--- src/rtl/uart_rx_pkg.sv ---
// uart_rx_pkg: receiver state encoding and
// counter sizing shared by the UART receive slice.
package uart_rx_pkg;

   localparam logic [2:0] ST_IDLE   = 3'd0;
   localparam logic [2:0] ST_START  = 3'd1;
   localparam logic [2:0] ST_DATA   = 3'd2;
   localparam logic [2:0] ST_PARITY = 3'd3;
   localparam logic [2:0] ST_STOP   = 3'd4;

   typedef enum logic [2:0] {
      IDLE   = ST_IDLE,
      START  = ST_START,
      DATA   = ST_DATA,
      PARITY = ST_PARITY,
      STOP   = ST_STOP
   } rx_state_e;

   // Width of a counter that must hold 0 .. n-1.
   function automatic int cnt_w(input int n);
      return (n < 2) ? 1 : $clog2(n);
   endfunction

endpackage

--- src/rtl/uart_rx_sampler.sv ---
// uart_rx_sampler: per-bit oversampling counter and
// three-point majority vote around mid-bit.
module uart_rx_sampler
   import uart_rx_pkg::*;
#(
   parameter int PRESCALE = 8
) (
   input  logic clk,
   input  logic rst,
   input  logic active,
   input  logic rx_s,
   output logic sample_bit,
   output logic sample_strobe,
   output logic bit_tick
);

   localparam int CW = cnt_w(PRESCALE);
   localparam logic [CW-1:0] LAST = CW'(PRESCALE - 1);
   localparam logic [CW-1:0] SP0  = CW'(PRESCALE / 2 - 1);
   localparam logic [CW-1:0] SP1  = CW'(PRESCALE / 2);
   localparam logic [CW-1:0] SP2  = CW'(PRESCALE / 2 + 1);

   logic [CW-1:0] edge_cnt;
   logic [1:0]    samples;

   // Edge counter: held at 0 while idle, wraps once per bit.
   always_ff @(posedge clk) begin
      if (rst || !active) begin
         edge_cnt <= '0;
      end else if (edge_cnt == LAST) begin
         edge_cnt <= '0;
      end else begin
         edge_cnt <= edge_cnt + 1'b1;
      end
   end

   // Capture the first two of the three mid-bit samples.
   always_ff @(posedge clk) begin
      if (rst) begin
         samples <= 2'b11;
      end else if (active) begin
         if (edge_cnt == SP0) samples[0] <= rx_s;
         if (edge_cnt == SP1) samples[1] <= rx_s;
      end
   end

   // Third sample is the live line, so the vote is ready at SP2.
   always_comb begin
      sample_bit    = (samples[0] & samples[1]) |
                      (samples[0] & rx_s) |
                      (samples[1] & rx_s);
      sample_strobe = active && (edge_cnt == SP2);
      bit_tick      = active && (edge_cnt == LAST);
   end

endmodule

--- src/rtl/uart_rx.sv ---
// uart_rx: synchronizes the serial line, frames start/data/
// parity/stop bits and reports the byte or frame errors.
module uart_rx
   import uart_rx_pkg::*;
#(
   parameter int PRESCALE = 8,
   parameter int DATA_W   = 8
) (
   input  logic              i_clk,
   input  logic              i_rst,
   input  logic              i_RX_IN,
   input  logic              i_PAR_EN,
   input  logic              i_PAR_TYP,
   output logic [DATA_W-1:0] o_P_DATA,
   output logic              o_data_valid,
   output logic              o_par_err,
   output logic              o_stp_err
);

   localparam int BW = cnt_w(DATA_W);
   localparam logic [BW-1:0] LAST_BIT = BW'(DATA_W - 1);

   rx_state_e         state;
   logic              rx_meta;
   logic              rx_s;
   logic              rx_d;
   logic              fall_q;
   logic [BW-1:0]     bit_cnt;
   logic [DATA_W-1:0] shift_reg;
   logic              par_en_q;
   logic              par_typ_q;
   logic              par_bad;
   logic              sample_bit;
   logic              sample_strobe;
   logic              bit_tick;

   // Two-flop synchronizer, delayed copy and a registered
   // falling-edge flag that keeps the idle decode shallow.
   always_ff @(posedge i_clk) begin
      if (i_rst) begin
         rx_meta <= 1'b1;
         rx_s    <= 1'b1;
         rx_d    <= 1'b1;
         fall_q  <= 1'b0;
      end else begin
         rx_meta <= i_RX_IN;
         rx_s    <= rx_meta;
         rx_d    <= rx_s;
         fall_q  <= rx_d & ~rx_s;
      end
   end

   uart_rx_sampler #(
      .PRESCALE (PRESCALE)
   ) u_sampler (
      .clk           (i_clk),
      .rst           (i_rst),
      .active        (state != IDLE),
      .rx_s          (rx_s),
      .sample_bit    (sample_bit),
      .sample_strobe (sample_strobe),
      .bit_tick      (bit_tick)
   );

   // Frame FSM: deserialize, check parity and stop, emit pulses.
   always_ff @(posedge i_clk) begin
      if (i_rst) begin
         state        <= IDLE;
         bit_cnt      <= '0;
         shift_reg    <= '0;
         par_en_q     <= 1'b0;
         par_typ_q    <= 1'b0;
         par_bad      <= 1'b0;
         o_P_DATA     <= '0;
         o_data_valid <= 1'b0;
         o_par_err    <= 1'b0;
         o_stp_err    <= 1'b0;
      end else begin
         o_data_valid <= 1'b0;
         o_par_err    <= 1'b0;
         o_stp_err    <= 1'b0;
         unique case (state)
            IDLE: begin
               if (fall_q) begin
                  state     <= START;
                  bit_cnt   <= '0;
                  par_en_q  <= i_PAR_EN;
                  par_typ_q <= i_PAR_TYP;
                  par_bad   <= 1'b0;
               end
            end
            START: begin
               if (sample_strobe && sample_bit) begin
                  state <= IDLE;
               end else if (bit_tick) begin
                  state <= DATA;
               end
            end
            DATA: begin
               if (sample_strobe) begin
                  shift_reg <= {sample_bit, shift_reg[DATA_W-1:1]};
               end
               if (bit_tick) begin
                  if (bit_cnt == LAST_BIT) begin
                     bit_cnt <= '0;
                     state   <= par_en_q ? PARITY : STOP;
                  end else begin
                     bit_cnt <= bit_cnt + 1'b1;
                  end
               end
            end
            PARITY: begin
               if (sample_strobe) begin
                  par_bad <= sample_bit ^ (^shift_reg) ^ par_typ_q;
               end
               if (bit_tick) begin
                  state <= STOP;
               end
            end
            STOP: begin
               if (sample_strobe) begin
                  state        <= IDLE;
                  o_data_valid <= sample_bit && !par_bad;
                  o_par_err    <= par_bad;
                  o_stp_err    <= !sample_bit;
                  if (sample_bit && !par_bad) begin
                     o_P_DATA <= shift_reg;
                  end
               end
            end
            default: state <= IDLE;
         endcase
      end
   end

endmodule

--- config.mk ---
export PLATFORM = sky130hd
export DESIGN_NAME = uart_rx
export DESIGN_NICKNAME = d
export VERILOG_FILES = /design/src/rtl/uart_rx_pkg.sv /design/src/rtl/uart_rx_sampler.sv /design/src/rtl/uart_rx.sv
export SDC_FILE = /design/constraint.sdc
export NUM_CORES = 1
export LEC_CHECK = 0
export CORE_ASPECT_RATIO = 1.2
export CORE_MARGIN = 10
export CORE_UTILIZATION = 50
export CTS_BUF_LIST = sky130_fd_sc_hd__clkbuf_8
export CTS_CLUSTER_SIZE = 28
export DETAILED_ROUTE_END_ITERATION = 12
export DONT_BUFFER_PORTS = 1
export PLACE_DENSITY = 0.76
export SLEW_MARGIN = 20
export SYNTH_ARGS = -nofsm -noshare
export SYNTH_HDL_FRONTEND = slang
export SYNTH_HIERARCHICAL = 1
export SYNTH_SLANG_ARGS = --single-unit
--- constraint.sdc ---
create_clock -name i_clk -period 2.3 [get_ports i_clk]
set_clock_uncertainty 0.15 [all_clocks]
set_input_delay 0.46 -clock i_clk [delete_from_list [all_inputs] [get_ports i_clk]]
set_output_delay 0.46 -clock i_clk [all_outputs]
set_load 0.01 [all_outputs]
==> flow_metrics.py, run 1 <==
metrics = {
    "status": {
        "status": "completed",
    },
    "yosys": {
        "syn-num-nets": 177,
        "yosys.area_share.adder_pct": 5.95,
        "synth_xor_area_share_pct": 6.03,
        "synth_top_family_by_area": "simple AND/OR/NAND/NOR gates",
        "synth_compound_area_share_pct": 5.49,
        "syn-instance-count": 165,
        "yosysSeqAreaShare_pct": 45.2,
        "synth_edf_count": 0,
        "synthFlopType": "dfxtp_1",
        "synth_mux_area_share_pct": 12.8,
        "postSynthAreaPerCell_um2": 9.94,
        "ys_warn_count": 6,
        "syn_area_mm2": 0.00164,
        "synth-async-reset-ratio_pct": 0,
        "ys_types": 45,
        "synth-simple-area-share_pct": 20.3,
        "synth_seq_cells": 37,
    },
    "detailed_routing": {
        "drt-total-wl_mm": 2.76,
        "post_drt_wl_per_cell_um": 13.5,
        "via_per_inst": 5.37,
        "via_count": 1101,
        "drcViolationCount": 0,
        "drtPass1Iterations": 4,
        "drt_iter0_markers": 27,
        "antenna_left": 0,
    },
    "setup_path": {
        "critical_path_class": "reg2reg",
        "cp_max_fo": 6,
        "ff2ff_path_depth": 7,
        "crit_arrival_ns": 2.12,
        "timing.rr.start": "state[2]",
        "critPathLaunchType": "register",
        "reg2reg_slack_ns": 0.21,
        "critPathRequiredTime_ns": 2.33,
        "r2r-end": "state[2]",
        "cp-end-kind": "register",
    },
    "cts": {
        "cts.sinks": 37,
        "cts_tree": "built",
        "clk_pin_slew_ns": 0.07,
        "worstSkewPairLatency_ns": 0.28,
        "cts_hold_buf": 0,
        "cts_buffer_depth": 2,
        "root_buffer": "clkbuf_8",
        "post_cts_buffers": 0,
        "cts_resized": 0,
        "cts_buffers": 5,
        "cts_max_level": 2,
    },
    "final_layout": {
        "final_cell_mix": "dfxtp_1 (37), nor2_1 (30), mux2i_1 (21)",
        "fin_util_pct": 56.9,
        "fin_cells": 205,
        "final_common_cell": "dfxtp_1",
        "synthToLayoutAreaGrowth_pct": 7.86,
        "antennaDiodeCount": 0,
        "drive_gt1_share_pct": 15.4,
        "fin_nets": 180,
    },
    "sta": {
        "tns_ns": 0,
        "worst_pin_slew_ns": 0.510,
        "finalHoldViolCount": 0,
        "maxSlewHeadroom_pct": 66.0,
        "rsz0062_at_grt": "no",
        "timing.final.crit_share_pct": 90.7,
        "maxSlewViolCount": 0,
        "fmax_ghz": 0.479,
        "period_needed_ns": 2.09,
        "finalSetupViolations": 0,
        "setup_slack_ns": 0.214,
    },
    "global_route": {
        "grt_antenna_before_repair": 0,
        "grt_max_degree": 36,
        "gr-usage-met2_pct": 15.5,
        "met1_usage_pct": 11.3,
        "grt_pass1_vias": 1025,
        "gr-max-usage-layer": "met2",
        "met3_usage_pct": 4.65,
        "grt_remaining_overflow": 0,
        "grt_pass1_wl_mm": 4.72,
        "grt_usage_pct": 10.1,
    },
    "die": {
        "io_pins": 16,
        "initial_utilization_pct": 52.7,
        "core_mm2": 0.00311,
        "die_height_um": 82.7,
        "dieArea_mm2": 0.00598,
        "fp.dieW_um": 72.3,
        "fp-row-count": 22,
    },
    "power": {
        "power_leakage_nw": 0.746,
        "fin_total_pwr_w": 0.00115,
        "irDropWorstVdd_mv": 0.612,
        "power.density_mw_per_mm2": 650,
    },
    "hold_path": {
        "min_path_cells": 1,
        "hp-class": "in2reg",
        "worstHoldStart": "i_rst",
        "min_to": "bit_cnt[1]",
    },
    "place": {
        "gp_congestion": 0.933,
        "dp_slack_ns": 0.238,
        "buffer_ports.inserted": 0,
        "dp.cells": 197,
        "dpl.hpwl_mm": 2.00,
    },
    "run": {
        "maxCapViolations": 0,
    },
}
-- per-layer routing --
metal / wire length [µm] / part of all wire (%)
met1: 1130 / 41
met2: 1410 / 51
met3: 189 / 6.8
met4: 31 / 1.1
met5: 0 / 0
-- where the power goes --
part	internal (W)	switching, W	leakage [nW]	total [W]
Sequential	0.000645	0.00000267	0.299	0.000648
Clock	0.000270	0.000211	0.0542	0.000481
Combinational	0.00000991	0.0000118	0.393	0.0000217
-- critical path: stages (launching register included) --
cell and delay [ns]:
dfxtp_1 0.32, nor2_2 0.22, nand2_1 0.17, and3_2 0.29, o21a_1 0.21, o31ai_2 0.35, mux2i_1 0.23, nor2_1 0.05
-- cells in the mapped netlist, types with 3 or more instances --
| cell type | n | share of area (%) |
|---|---|---|
| inv_1 | 5 | 1.1 |
| dfxtp_1 | 37 | 45 |
| ha_1 | 7 | 5.3 |
| a21oi_1 | 3 | 0.92 |
| xnor2_1 | 5 | 2.7 |
| nor3_1 | 3 | 0.92 |
| nand2_1 | 9 | 2.1 |
| nor2_1 | 30 | 6.9 |
| nand3_1 | 4 | 1.2 |
| mux2i_1 | 21 | 13 |
| or2_2 | 3 | 1.1 |
-- cell type report --
type	instances	area, µm²
clock inverters	1	5.00
multi-input cells	114	830
well taps	36	45.0
clock buffers	7	96.3
repair buffers	4	30.0
fillers	267	1340
flip-flops and latches	37	741
inverters	6	22.5
-- cells by family after synthesis --
family          after synthesis
mux                          21
compound gates               12
buf+inv                      14
xor+xnor                      8
flops                        37
fa+ha+maj                     8
simple gates                 65
-- how the worst max path moves through the flow --
stage	start	endpoint	slack, ns	cells past startpoint
6_report	state[2]	state[2]	0.21	7
5_1_grt	state[2]	state[2]	0.1	7
4_1_cts	state[2]	state[2]	0.24	7
3_5_place_dp	state[2]	state[2]	0.24	7
3_3_place_gp	state[2]	state[2]	0.37	7
2_1_floorplan	state[0]	state[2]	0.34	8
-- stage by stage --
stage,hold slack (ns),area [µm²]
after global placement,0.248,1670
after CTS,0.0797,1770
after detailed placement,0.251,1670
after global routing,0.0705,1770
after floorplan,0.239,1640
final,0.0867,1770
No activity file was read; power rests on OpenSTA's default activity.
==> run 2, diff against run 1 <==
--- a/config.mk
+++ b/config.mk
@@ -15,2 +15,3 @@
 export PLACE_DENSITY = 0.76
+export REMOVE_ABC_BUFFERS = 1
 export SLEW_MARGIN = 20
--- a/constraint.sdc
+++ b/constraint.sdc
@@ -4,2 +4,2 @@
 set_output_delay 0.46 -clock i_clk [all_outputs]
-set_load 0.01 [all_outputs]
+set_load 0.05 [all_outputs]
==> flow_metrics.py, run 2 (synthesis gave the netlist of run 1 again) <==
metrics = {
    "status": {
        "status": "completed",
    },
    "sta": {
        "finalSetupViolations": 0,
        "period_needed_ns": 2.01,
        "rsz0062_at_grt": "no",
        "worst_pin_slew_ns": 0.524,
        "timing.final.crit_share_pct": 87.5,
        "maxSlewViolCount": 0,
        "maxSlewHeadroom_pct": 65.0,
        "hold_ws_ns": 0.0852,
        "finalHoldViolCount": 0,
        "tns_ns": 0,
        "fmax_ghz": 0.497,
    },
    "global_route": {
        "met1_usage_pct": 10.8,
        "met3_usage_pct": 4.06,
        "grt_usage_pct": 10.1,
        "grt_max_degree": 36,
        "grt_pass1_wl_mm": 4.82,
        "gr-max-usage-layer": "met2",
        "grt_antenna_before_repair": 0,
        "grt_remaining_overflow": 0,
        "grt_pass1_vias": 1102,
        "gr-usage-met2_pct": 16.4,
    },
    "detailed_routing": {
        "post_drt_wl_per_cell_um": 13.6,
        "antenna_left": 0,
        "via_per_inst": 5.41,
        "drtPass1Iterations": 4,
        "drcViolationCount": 0,
        "drt-total-wl_mm": 2.79,
        "via_count": 1115,
        "drt_iter0_markers": 130,
    },
    "power": {
        "power.density_mw_per_mm2": 688,
        "power_leakage_nw": 0.759,
        "irDropWorstVdd_mv": 0.530,
    },
    "die": {
        "core_mm2": 0.00311,
        "fp-row-count": 22,
        "io_pins": 16,
        "die_height_um": 82.7,
        "dieArea_mm2": 0.00598,
        "fp.dieW_um": 72.3,
        "initial_utilization_pct": 52.7,
    },
    "run": {
        "maxCapViolations": 0,
    },
    "final_layout": {
        "final_cell_mix": "dfxtp_1 (36), nor2_1 (30), mux2i_1 (21)",
        "fin_nets": 181,
        "final_common_cell": "dfxtp_1",
        "nFillCells": 269,
        "fin_cells": 206,
        "synthToLayoutAreaGrowth_pct": 9.31,
        "drive_gt1_share_pct": 15.9,
        "antennaDiodeCount": 0,
    },
    "setup_path": {
        "ff2ff_path_depth": 8,
        "max_stage_delay_ns": 0.44,
        "cp_max_fo": 11,
        "worstSetupEndpoint": "o_P_DATA[0]",
        "critPathLaunchType": "register",
        "critical_path_class": "reg2reg",
        "cp-end-kind": "register",
        "path_buf_inv": 2,
        "r2r-end": "o_P_DATA[0]",
        "critPathRequiredTime_ns": 2.33,
        "crit_cells": 8,
        "crit_start": "state[1]",
        "timing.rr.start": "state[1]",
        "critPathSlowestCell": "dfxtp_2",
        "path_cells": "inv_2 > nand2_1 > and3_2 > nor3b_2 > nand4b_1 > buf_4 > mux2i_1 > nor2_1",
        "reg2reg_slack_ns": 0.29,
        "crit_arrival_ns": 2.04,
        "crit_family": "simple AND/OR/NAND/NOR gates",
    },
    "cts": {
        "cts.sinks": 37,
        "cts_tree": "built",
        "worstSkewPairLatency_ns": 0.29,
        "clk_pin_slew_ns": 0.07,
        "cts_max_level": 2,
        "cts_buffer_depth": 2,
        "cts_hold_buf": 0,
        "cts_buffers": 5,
        "root_buffer": "clkbuf_8",
    },
    "place": {
        "dpl.hpwl_mm": 1.97,
        "buffer_ports.inserted": 0,
        "gp_congestion": 0.803,
        "dp.cells": 198,
    },
    "hold_path": {
        "min_path_cells": 1,
        "hp-class": "in2reg",
    },
}
[run 2: worst min-delay path by stage]
stage	startpoint	end	slack, ns
floorplan	rx_meta	rx_s	0.24
global placement	rx_meta	rx_s	0.25
detailed placement	rx_meta	rx_s	0.25
CTS	i_rst	bit_cnt[2]	0.08
global route	i_rst	o_P_DATA[0]	0.07
finish	i_rst	o_P_DATA[5]	0.09
[run 2: power by group]
part | switching (W) | internal, W | leakage (nW)
logic | 0.0000114 | 0.0000105 | 0.397
clock network | 0.000215 | 0.000349 | 0.0626
registers | 0.00000279 | 0.000645 | 0.299
[run 2: per-layer routing]
layer,share of wire [%],vias to the layer above,wire length [µm]
met5,0,-,0
met1,43,512,1210
li1,-,568,-
met2,48,27,1340
met4,2.6,0,72
met3,6.2,8,172
[run 2: layout make-up]
cell class	count	area, µm²	area share (%)
Multi-Input combinational cell	114	830	46.3
Sequential cell	37	742	41.4
Clock buffer	6	82.6	4.61
Tap cell	36	45.0	2.51
Timing Repair Buffer	5	37.5	2.09
Clock inverter	2	33.8	1.88
Inverter	6	22.5	1.26
[run 2: worst register-to-register path: stages (launching register included)]
cell	delay [ns]
dfxtp_2	0.44
inv_2	0.10
nand2_1	0.16
and3_2	0.27
nor3b_2	0.23
nand4b_1	0.13
buf_4	0.21
mux2i_1	0.17
nor2_1	0.06
[run 2: what timing repair did]
| action | in CTS | in global routing |
|---|---|---|
| gates resized for setup | 0 | 1 |
| setup endpoints to repair | 0 | 3 |
| setup buffers | 0 | 0 |
[run 2: through the flow]
stage                     utilization [%]  power (W)  setup WS, ns  cell area (µm²)
after floorplan                         -   0.000679         0.151             1590
after global placement               53.9   0.000684         0.235             1680
after detailed placement             53.9   0.000684         0.202             1680
after CTS                            57.6    0.00125         0.166             1790
after global routing                 57.6    0.00128         0.148             1790
final                                57.6    0.00123         0.287             1790
